`config.mk`:
```
export PLATFORM = sky130hd
export DESIGN_NAME = fc_window_ram_flat
export DESIGN_NICKNAME = d
export VERILOG_FILES = /design/src/rtl/fc_window_ram_if.sv /design/src/rtl/fc_window_ram.sv /design/src/flat_wrapper.sv
export SDC_FILE = /design/constraint.sdc
export NUM_CORES = 1
export LEC_CHECK = 0
export ABC_AREA = 1
export CELL_PAD_IN_SITES_DETAIL_PLACEMENT = 0
export CELL_PAD_IN_SITES_GLOBAL_PLACEMENT = 2
export CORE_UTILIZATION = 40
export DETAILED_ROUTE_END_ITERATION = 10
export MAX_ROUTING_LAYER = met4
export PLACE_DENSITY = 0.87
export SYNTH_ARGS = -nofsm -noshare
export SYNTH_HDL_FRONTEND = slang
export SYNTH_SLANG_ARGS = --single-unit
export TNS_END_PERCENT = 10
```
`constraint.sdc`:
```
create_clock -name CLK -period 6.2 [get_ports CLK]
set_clock_uncertainty 0.15 [all_clocks]
set_input_delay 0.62 -clock CLK [delete_from_list [all_inputs] [get_ports CLK]]
set_output_delay 0.62 -clock CLK [all_outputs]
set_load 0.005 [all_outputs]
```
`src/rtl/fc_window_ram_if.sv`:
```
// Handshake/bus bundle for fc_window_ram: write port, windowed read port and fill status.
// master drives requests; slave is the buffer itself.
interface fc_window_ram_if #(
  parameter int DATA_W = 16,
  parameter int DEPTH  = 32,
  parameter int TAPS   = 5
);
  localparam int ADDR_W = $clog2(DEPTH);
  localparam int CNT_W  = $clog2(DEPTH + 1);

  logic                     clear;
  logic                     wr_en;
  logic signed [DATA_W-1:0] wr_data;
  logic                     wr_ready;
  logic                     rd_en;
  logic [ADDR_W-1:0]        rd_addr;
  logic                     rd_valid;
  logic [TAPS*DATA_W-1:0]   rd_data;
  logic [CNT_W-1:0]         fill_count;
  logic                     full;

  modport master (
    output clear, wr_en, wr_data, rd_en, rd_addr,
    input  wr_ready, rd_valid, rd_data, fill_count, full
  );

  modport slave (
    input  clear, wr_en, wr_data, rd_en, rd_addr,
    output wr_ready, rd_valid, rd_data, fill_count, full
  );
endinterface

```
`src/rtl/fc_window_ram.sv`:
```
// Sliding-window buffer for the FC stage: sequential writes, TAPS-wide masked window reads.
// Optional macro FC_WINDOW_RAM_WRAP_EN makes window indices wrap modulo DEPTH.
module fc_window_ram #(
  parameter int DATA_W = 16,
  parameter int DEPTH  = 32,
  parameter int TAPS   = 5
) (
  input  logic                CLK,
  input  logic                RST_N,
  fc_window_ram_if.slave      bus
);
  localparam int ADDR_W = $clog2(DEPTH);
  localparam int CNT_W  = $clog2(DEPTH + 1);
  localparam int IDX_W  = ADDR_W + 4;

  logic signed [DATA_W-1:0] ram_q [DEPTH];
  logic [CNT_W-1:0]         fill_count_q, fill_count_d;
  logic                     rd_valid_q;
  logic [TAPS*DATA_W-1:0]   rd_data_q, rd_data_d;
  logic [ADDR_W-1:0]        wr_ptr;
  logic                     full;
  logic                     wr_fire;

  // The write pointer always equals the fill count, so it is derived rather than stored.
  assign wr_ptr  = fill_count_q[ADDR_W-1:0];
  assign full    = (fill_count_q == CNT_W'(DEPTH));
  assign wr_fire = bus.wr_en && !full && !bus.clear;

  always_comb begin
    fill_count_d = fill_count_q;
    if (bus.clear)
      fill_count_d = '0;
    else if (wr_fire)
      fill_count_d = fill_count_q + CNT_W'(1);
  end

  // Window assembly from pre-write contents and pre-write fill count.
  always_comb begin
    logic [IDX_W-1:0] idx;
    logic [IDX_W-1:0] fill_ext;
    rd_data_d = '0;
    fill_ext  = IDX_W'(fill_count_q);
    for (int k = 0; k < TAPS; k++) begin
      idx = IDX_W'(bus.rd_addr) + IDX_W'(k);
`ifdef FC_WINDOW_RAM_WRAP_EN
      idx = idx % IDX_W'(DEPTH);
`endif
      // idx < fill_count also implies idx < DEPTH, covering out-of-range addresses.
      if (idx < fill_ext)
        rd_data_d[k*DATA_W +: DATA_W] = ram_q[idx[ADDR_W-1:0]];
    end
  end

  // Storage stage: contents are deliberately never reset.
  always_ff @(posedge CLK) begin
    if (wr_fire)
      ram_q[wr_ptr] <= bus.wr_data;
  end

  // Control and registered read output stage.
  always_ff @(posedge CLK or negedge RST_N) begin
    if (!RST_N) begin
      fill_count_q <= '0;
      rd_valid_q   <= 1'b0;
      rd_data_q    <= '0;
    end else begin
      fill_count_q <= fill_count_d;
      rd_valid_q   <= bus.rd_en;
      if (bus.rd_en)
        rd_data_q <= rd_data_d;
    end
  end

  assign bus.wr_ready   = !full;
  assign bus.full       = full;
  assign bus.fill_count = fill_count_q;
  assign bus.rd_valid   = rd_valid_q;
  assign bus.rd_data    = rd_data_q;
endmodule

```
`src/flat_wrapper.sv`:
```
// flat-port wrapper written by rule: the top's interface ports become plain ports
module fc_window_ram_flat 
#(
  parameter int DATA_W = 16,
  parameter int DEPTH  = 32,
  parameter int TAPS   = 5
)
  (CLK, RST_N, bus_clear, bus_wr_en, bus_wr_data, bus_rd_en, bus_rd_addr, bus_wr_ready, bus_rd_valid, bus_rd_data, bus_fill_count, bus_full);
  fc_window_ram_if #(.DATA_W(DATA_W), .DEPTH(DEPTH), .TAPS(TAPS)) bus_i ();
  input  logic CLK;
  input  logic RST_N;
  input wire logic [$bits(bus_i.clear)-1:0] bus_clear;
  input wire logic [$bits(bus_i.wr_en)-1:0] bus_wr_en;
  input wire logic [$bits(bus_i.wr_data)-1:0] bus_wr_data;
  input wire logic [$bits(bus_i.rd_en)-1:0] bus_rd_en;
  input wire logic [$bits(bus_i.rd_addr)-1:0] bus_rd_addr;
  output wire logic [$bits(bus_i.wr_ready)-1:0] bus_wr_ready;
  output wire logic [$bits(bus_i.rd_valid)-1:0] bus_rd_valid;
  output wire logic [$bits(bus_i.rd_data)-1:0] bus_rd_data;
  output wire logic [$bits(bus_i.fill_count)-1:0] bus_fill_count;
  output wire logic [$bits(bus_i.full)-1:0] bus_full;
  assign bus_i.clear = bus_clear;
  assign bus_i.wr_en = bus_wr_en;
  assign bus_i.wr_data = bus_wr_data;
  assign bus_i.rd_en = bus_rd_en;
  assign bus_i.rd_addr = bus_rd_addr;
  assign bus_wr_ready = bus_i.wr_ready;
  assign bus_rd_valid = bus_i.rd_valid;
  assign bus_rd_data = bus_i.rd_data;
  assign bus_fill_count = bus_i.fill_count;
  assign bus_full = bus_i.full;
  fc_window_ram #(.DATA_W(DATA_W), .DEPTH(DEPTH), .TAPS(TAPS)) u_core (.CLK(CLK), .RST_N(RST_N), .bus(bus_i));
endmodule
```
; Word level (Yosys, flattened, before mapping)
; Memory sizes are Yosys's and may differ from the RTL's.
; Index checks and enable logic that the tools add are counted.
[totals]
register_bits = 87
latch_bits = 0
ram_bits = 512
rom_bits = 0
in_bits = 26
output_inout_bits = 89
word_cells = 29
n_memories = 1
[classes]
addsub = 5
n_mul = 0
div_mod_pow = 0
magnitude_cmp = 5
eq_ne = 1
shifts = 0
muxes = 9
bitwise = 0
n_reduce_logical = 5
[mem_list]
columns = memory, depth, width, read_ports, rd_ports_with_merged_regs, wr, line
row1 = u_core.ram_q, 32, 16, 5, 0, 1, fc_window_ram.sv:16  ; logic signed [DATA_W-1:0] ram_q [DEPTH];
[op_table]
columns = cell, count
row1 = $mux 16, 5
row2 = $lt 9x6->1, 4
row3 = $add 5x2->6 const B, 2
row4 = $mux 6, 2
row5 = $add 5x1->6 const B, 1
row6 = $add 5x3->6 const B, 1
row7 = $add 6x1->6 const B, 1
row8 = $eq 6x6->1 const B, 1
row9 = $lt 5x6->1, 1
row10 = $logic_and 1x1->1, 2
row11 = $logic_not 1->1, 2
row12 = $mux 1, 2
row13 = $reduce_bool 2->1, 1

; Logic depth before layout (Yosys ltp)
[depth]
depth_word = 6
depth_mapped = 20
mapped_depth_nobuf = 15

; Worst setup path after synthesis
; No wires, ideal clock.
[synth_path]
path_kind = input port to flip-flop
from = in bus_rd_addr[1]
to = reg u_core.rd_data_q[38], in the netlist u_core.bus.rd_data[38]
t_arrival_ns = 3.286
required_ns = 5.984
path_slack_ns = 2.698
path_stages = 16
n_path_buf = 6
cell_sequence = buf_2 inv_2 buf_2 buf_2 ha_1 inv_1 clkbuf_1 clkbuf_1 ha_1 a21oi_1 nand3b_1 a21oi_1 nor2_1 buf_2 nand3_1 nand2_1
[synth_between]
elab_chain_len = 3
word_cells_on_any_way = 4
[synth_rtl]
columns = item, line
row1 = "start, declared", flat_wrapper.sv:16  ; input wire logic [$bits(bus_i.rd_addr)-1:0] bus_rd_addr;
row2 = $add 5x2->6 *, fc_window_ram.sv:44  ; idx = IDX_W'(bus.rd_addr) + IDX_W'(k);
row3 = $mem_v2 32x16 / $lt 9x6->1 (equally long branches), -
row4 = $mux 16 *, fc_window_ram.sv:49  ; if (idx < fill_ext)
row5 = "end signal, assigned", fc_window_ram.sv:70  ; rd_data_q <= rd_data_d;
row6 = "end, declared", fc_window_ram.sv:19  ; logic [TAPS*DATA_W-1:0] rd_data_q, rd_data_d;
; Every way passes the cells marked *; elsewhere a longest branch is shown, timed or not.
; A chain may end at the register's enable or synchronous reset.

; Final worst setup path
[layout_path]
from = reg u_core.fill_count_q[0], in the netlist u_core.bus.fill_count[0]
to = mem u_core.ram_q[19][2], enable pin
[layout_between]
elab_chain_len = 6
[layout_rtl]
columns = item, line
row1 = "start, declared", fc_window_ram.sv:17  ; logic [CNT_W-1:0] fill_count_q, fill_count_d;
row2 = "start signal, assigned", fc_window_ram.sv:67  ; fill_count_q <= fill_count_d;
row3 = $eq 6x6->1, fc_window_ram.sv:26  ; assign full = (fill_count_q == CNT_W'(DEPTH));
row4 = $logic_not 1->1, fc_window_ram.sv:27  ; assign wr_fire = bus.wr_en && !full && !bus.clear;
row5 = $logic_and 1x1->1 (2 in a row), fc_window_ram.sv:27
row6 = $mux 1, fc_window_ram.sv:56  ; if (wr_fire)
row7 = $mux 1 (implied by the code), fc_window_ram.sv:57  ; ram_q[wr_ptr] <= bus.wr_data;
row8 = "end, declared", fc_window_ram.sv:16
; Several ways; a longest one is shown, not always the timed one.

==> metrics.log <==
[metrics] R2R setup slack: 2240 ps
[metrics] number of detailed-route iterations in the first pass: 6
[metrics] height of the die: 306 um
[metrics] count of clock tree sinks: 599
[metrics] flops & latches, synth: 599
[metrics] Hold WC Path Type: register to register
[metrics] data arrival time of the critical path: 4110 ps
[metrics] sort of element at the end of the critical path: register
[metrics] CTS H-Tree Depth: 3
[metrics] startpoint of the worst-slack reg-to-reg timing path: u_core.bus.fill_count[0]$_DFFE_PN0P_
[metrics] endpoint required time on the critical path: 6350 ps
[metrics] clock root buffer master: clkbuf_16
[metrics] async set or reset register ratio after synthesis: 14.5%
[metrics] hpwl dp: 108000 um
[metrics] 1st-iter DRT viols: 4741
[metrics] power density of the placed cells: 271 nW/um^2
[metrics] die extent in x: 306 um
[metrics] smallest setup slack after layout: 2240 ps
[metrics] Slew Limit Fails: 0
[metrics] post-cts hold buffer count: 1
[metrics] number of synthesized flops with an enable pin: 512
[metrics] final wirelength: 175000 um
[metrics] signed area change from the synthesized netlist to the final layout: 12.5%
[metrics] origin of the worst min-delay path: u_core.bus.rd_data[8]$_DFFE_PN0P_
[metrics] maximum number of pins on one net before global-route repair: 172
[metrics] share of final-layout standard cells stronger than drive strength 1: 5.63%
[metrics] clock tree from TritonCTS: yes
[metrics] top-level I/O count: 115
[metrics] clock buffer depth: 3
[metrics] hold-critical path endpoint: u_core.bus.rd_data[8]$_DFFE_PN0P_
[metrics] endpoint of the worst-slack reg-to-reg timing path: u_core.ram_q[19][2]$_DFFE_PP_
[metrics] number of nets with antenna violations after routing: 0
[metrics] Final min period: 3960 ps
[metrics] cell area after layout: 41600 um^2
[metrics] slew at the pin with the worst max-slew slack: 1330 ps
[metrics] cell breakdown of the critical path: inv_1, ha_1, nand3_1, nand2_1, inv_1, nand2_1, inv_1, nand2_1, nor2_2, buf_4
[metrics] Net count, final: 5047
[metrics] final RePlAce weighted congestion: 0.933
[metrics] via count of the routed design: 37.5k
[metrics] cell with the biggest individual delay on the critical path: nor2_2
[metrics] Hold Vio Cnt, Final: 0
[metrics] global-route wire length before repair: 247000 um
[metrics] crit path max fanout: 9
[metrics] worst reg-to-reg path cell count: 10
[metrics] number of DRC violations after detailed routing: 0
[metrics] number of library cell types mapped by synthesis: 34
[metrics] maximum clock frequency: 253 MHz
[metrics] initial core utilization: 40.4%
[metrics] synth top area cells: edfxtp_1 (42%), nand2_1 (24%), nand3_1 (21%)
[metrics] number of buffers created by CTS: 74
[metrics] global-route track usage on met1: 47.9%
[metrics] Placement Setup Slack: 1840 ps
[metrics] I/O Buffers: 114
[metrics] Post-Place Cell Area: 39100 um^2
[metrics] floorplan row count: 111
[metrics] Crit path largest cell delay: 1020 ps
[metrics] count of mapped cells out of synthesis: 5048
[metrics] area of the core: 91500 um^2
[metrics] die area: 93600 um^2
[metrics] clock slew seen by the registers of the worst setup and hold paths: 60 ps
[metrics] startpoint kind of the worst setup timing path: register
[metrics] largest area contributor in the netlist: edfxtp_1
[metrics] post-synthesis average cell area: 7.32 um^2
[metrics] headroom to the max-slew limit: 10.8%
[metrics] run status: complete, no violations
[metrics] buffers inserted during post-CTS setup optimization: 0
[metrics] count of warnings emitted by yosys: 0
[metrics] Setup-failing EPs final: 0
[metrics] leakage dissipation: 18.0 nW
[metrics] met2 capacity usage during global routing: 56.6%
[metrics] clock latency on the worst-skew pair: 660 ps
[metrics] Final Hold Slack: 331 ps
[metrics] top cell type's share of synthesized area: 41.6%
[metrics] via count of the first global-routing pass: 34.1k
[metrics] Post-Synthesis Net Count: 5106
[metrics] cts repair resizes: 0
[metrics] part of the cycle the worst path needs: 63.9%
[metrics] Fin Setup TNS: 0 ps
[metrics] M3 GR Usage: 6.32%
[metrics] antenna violations before repair: 9
[metrics] average routed wire per standard cell: 28.0 um
[metrics] GR Util All Layers: 38.0%
[metrics] class of the most critical setup path: register to register
[metrics] Top FF cell, synth: edfxtp_1
[metrics] GRT Max-Usage Layer: met2
[metrics] max-cap violations: 0
[metrics] fraction of the yosys area taken by sequential cells: 47.5%
[metrics] RSZ-0062 raised after global routing: false
[metrics] Worst VDD drop: 235 uV
[metrics] number of stages on the worst hold path: 2
[metrics] routed vias/inst: 6.01
[metrics] post-synthesis instance area: 36900 um^2
[metrics] total grt overflow: 0
cell families after synthesis:
family / after synthesis / synth area share, %
buf+inv: 400 / 4.84
flops: 599 / 47.5
compound gates: 66 / 1.01
simple gates: 3945 / 45.4
xor+xnor: 6 / 0.183
fa+ha+maj: 32 / 1.08
worst max path at each step:
stage / from / to / slack, ps
final: u_core.bus.fill_count[0]$_DFFE_PN0P_ / u_core.ram_q[19][2]$_DFFE_PP_ / 2240
after global placement: bus_rd_addr[3] / u_core.bus.rd_data[76]$_DFFE_PN0P_ / 1910
after CTS: u_core.bus.fill_count[0]$_DFFE_PN0P_ / u_core.ram_q[17][5]$_DFFE_PP_ / 2260
after detailed placement: bus_rd_addr[3] / u_core.bus.rd_data[76]$_DFFE_PN0P_ / 1840
after global routing: u_core.bus.fill_count[0]$_DFFE_PN0P_ / u_core.ram_q[17][4]$_DFFE_PP_ / 2080
after floorplan: bus_rd_addr[1] / u_core.bus.rd_data[38]$_DFFE_PN0P_ / 2700
placed cells by master (no fill, tap or decap), types with 28 or more instances in the layout:
master / Yosys / routed
buf_4: 10 / 91
inv_1: 41 / 33
nor2_1: 63 / 28
nand3_1: 1539 / 1539
nand2_1: 2329 / 2328
clkbuf_16: 0 / 81
a21oi_1: 31 / 30
nor2_2: 2 / 35
edfxtp_1: 512 / 512
clkdlybuf4s50_1: 0 / 110
ha_1: 32 / 29
dfrtp_1: 87 / 87
Yosys cell counts, drive strengths merged (2+ instances only):
master  number
nand2     2329
nand3     1539
edfxtp     512
buf        244
clkbuf     108
dfrtp       87
nor2        65
inv         47
a21oi       33
ha          32
o21ai       26
nor3         5
nand4        3
xnor2        3
xor2         3
nand3b       2
o211ai       2
area by class of cell:
class | instances | area (um^2)
fill | 9225 | 50000
multi-input combinational | 4049 | 17800
sequential | 599 | 17600
clock buffer | 101 | 2130
timing repair buffer | 217 | 2090
tap | 1186 | 1480
clock inverter | 34 | 282
inverter | 48 | 206
antenna | 8 | 20.0
routing by layer:
layer  share of wire (%)  wire length (um)  up-vias
met5                   0                 0        -
met4                 7.8             13600        0
met2                  44             76400     2097
met3                 9.2             16100      447
li1                    -                 -    16948
met1                  39             68600    18001
registers in the layout, indices dropped and copies added, names as in the netlist:
register               cells
u_core.bus.fill_count      6
u_core.bus.rd_data        80
u_core.bus.rd_valid        1
u_core.ram_q             512
metrics by stage:
stage / total power (W) / instances / utilization [%]
2_1_floorplan: 0.00583 / 5048 / -
3_3_place_gp: 0.00688 / 6097 / 42.7
3_5_place_dp: 0.00687 / 6097 / 42.7
4_1_cts: 0.0112 / 6233 / 45.4
5_1_grt: 0.0116 / 6242 / 45.4
6_report: 0.0113 / 6242 / 45.4
worst max-delay path, delay by kind of cell, from the launching register on:
kind	cells	cell delay, ps
buf+inv	4	980
flops	1	510
simple gates	5	1680
fa+ha+maj	1	290
power breakdown:
group / switching, W / internal (W)
Clock: 0.00184 / 0.00257
Combinational: 0.00161 / 0.000645
Sequential: 0.000133 / 0.00446
Total: 0.00359 / 0.00768
No activity file was read; power rests on OpenSTA's default activity.
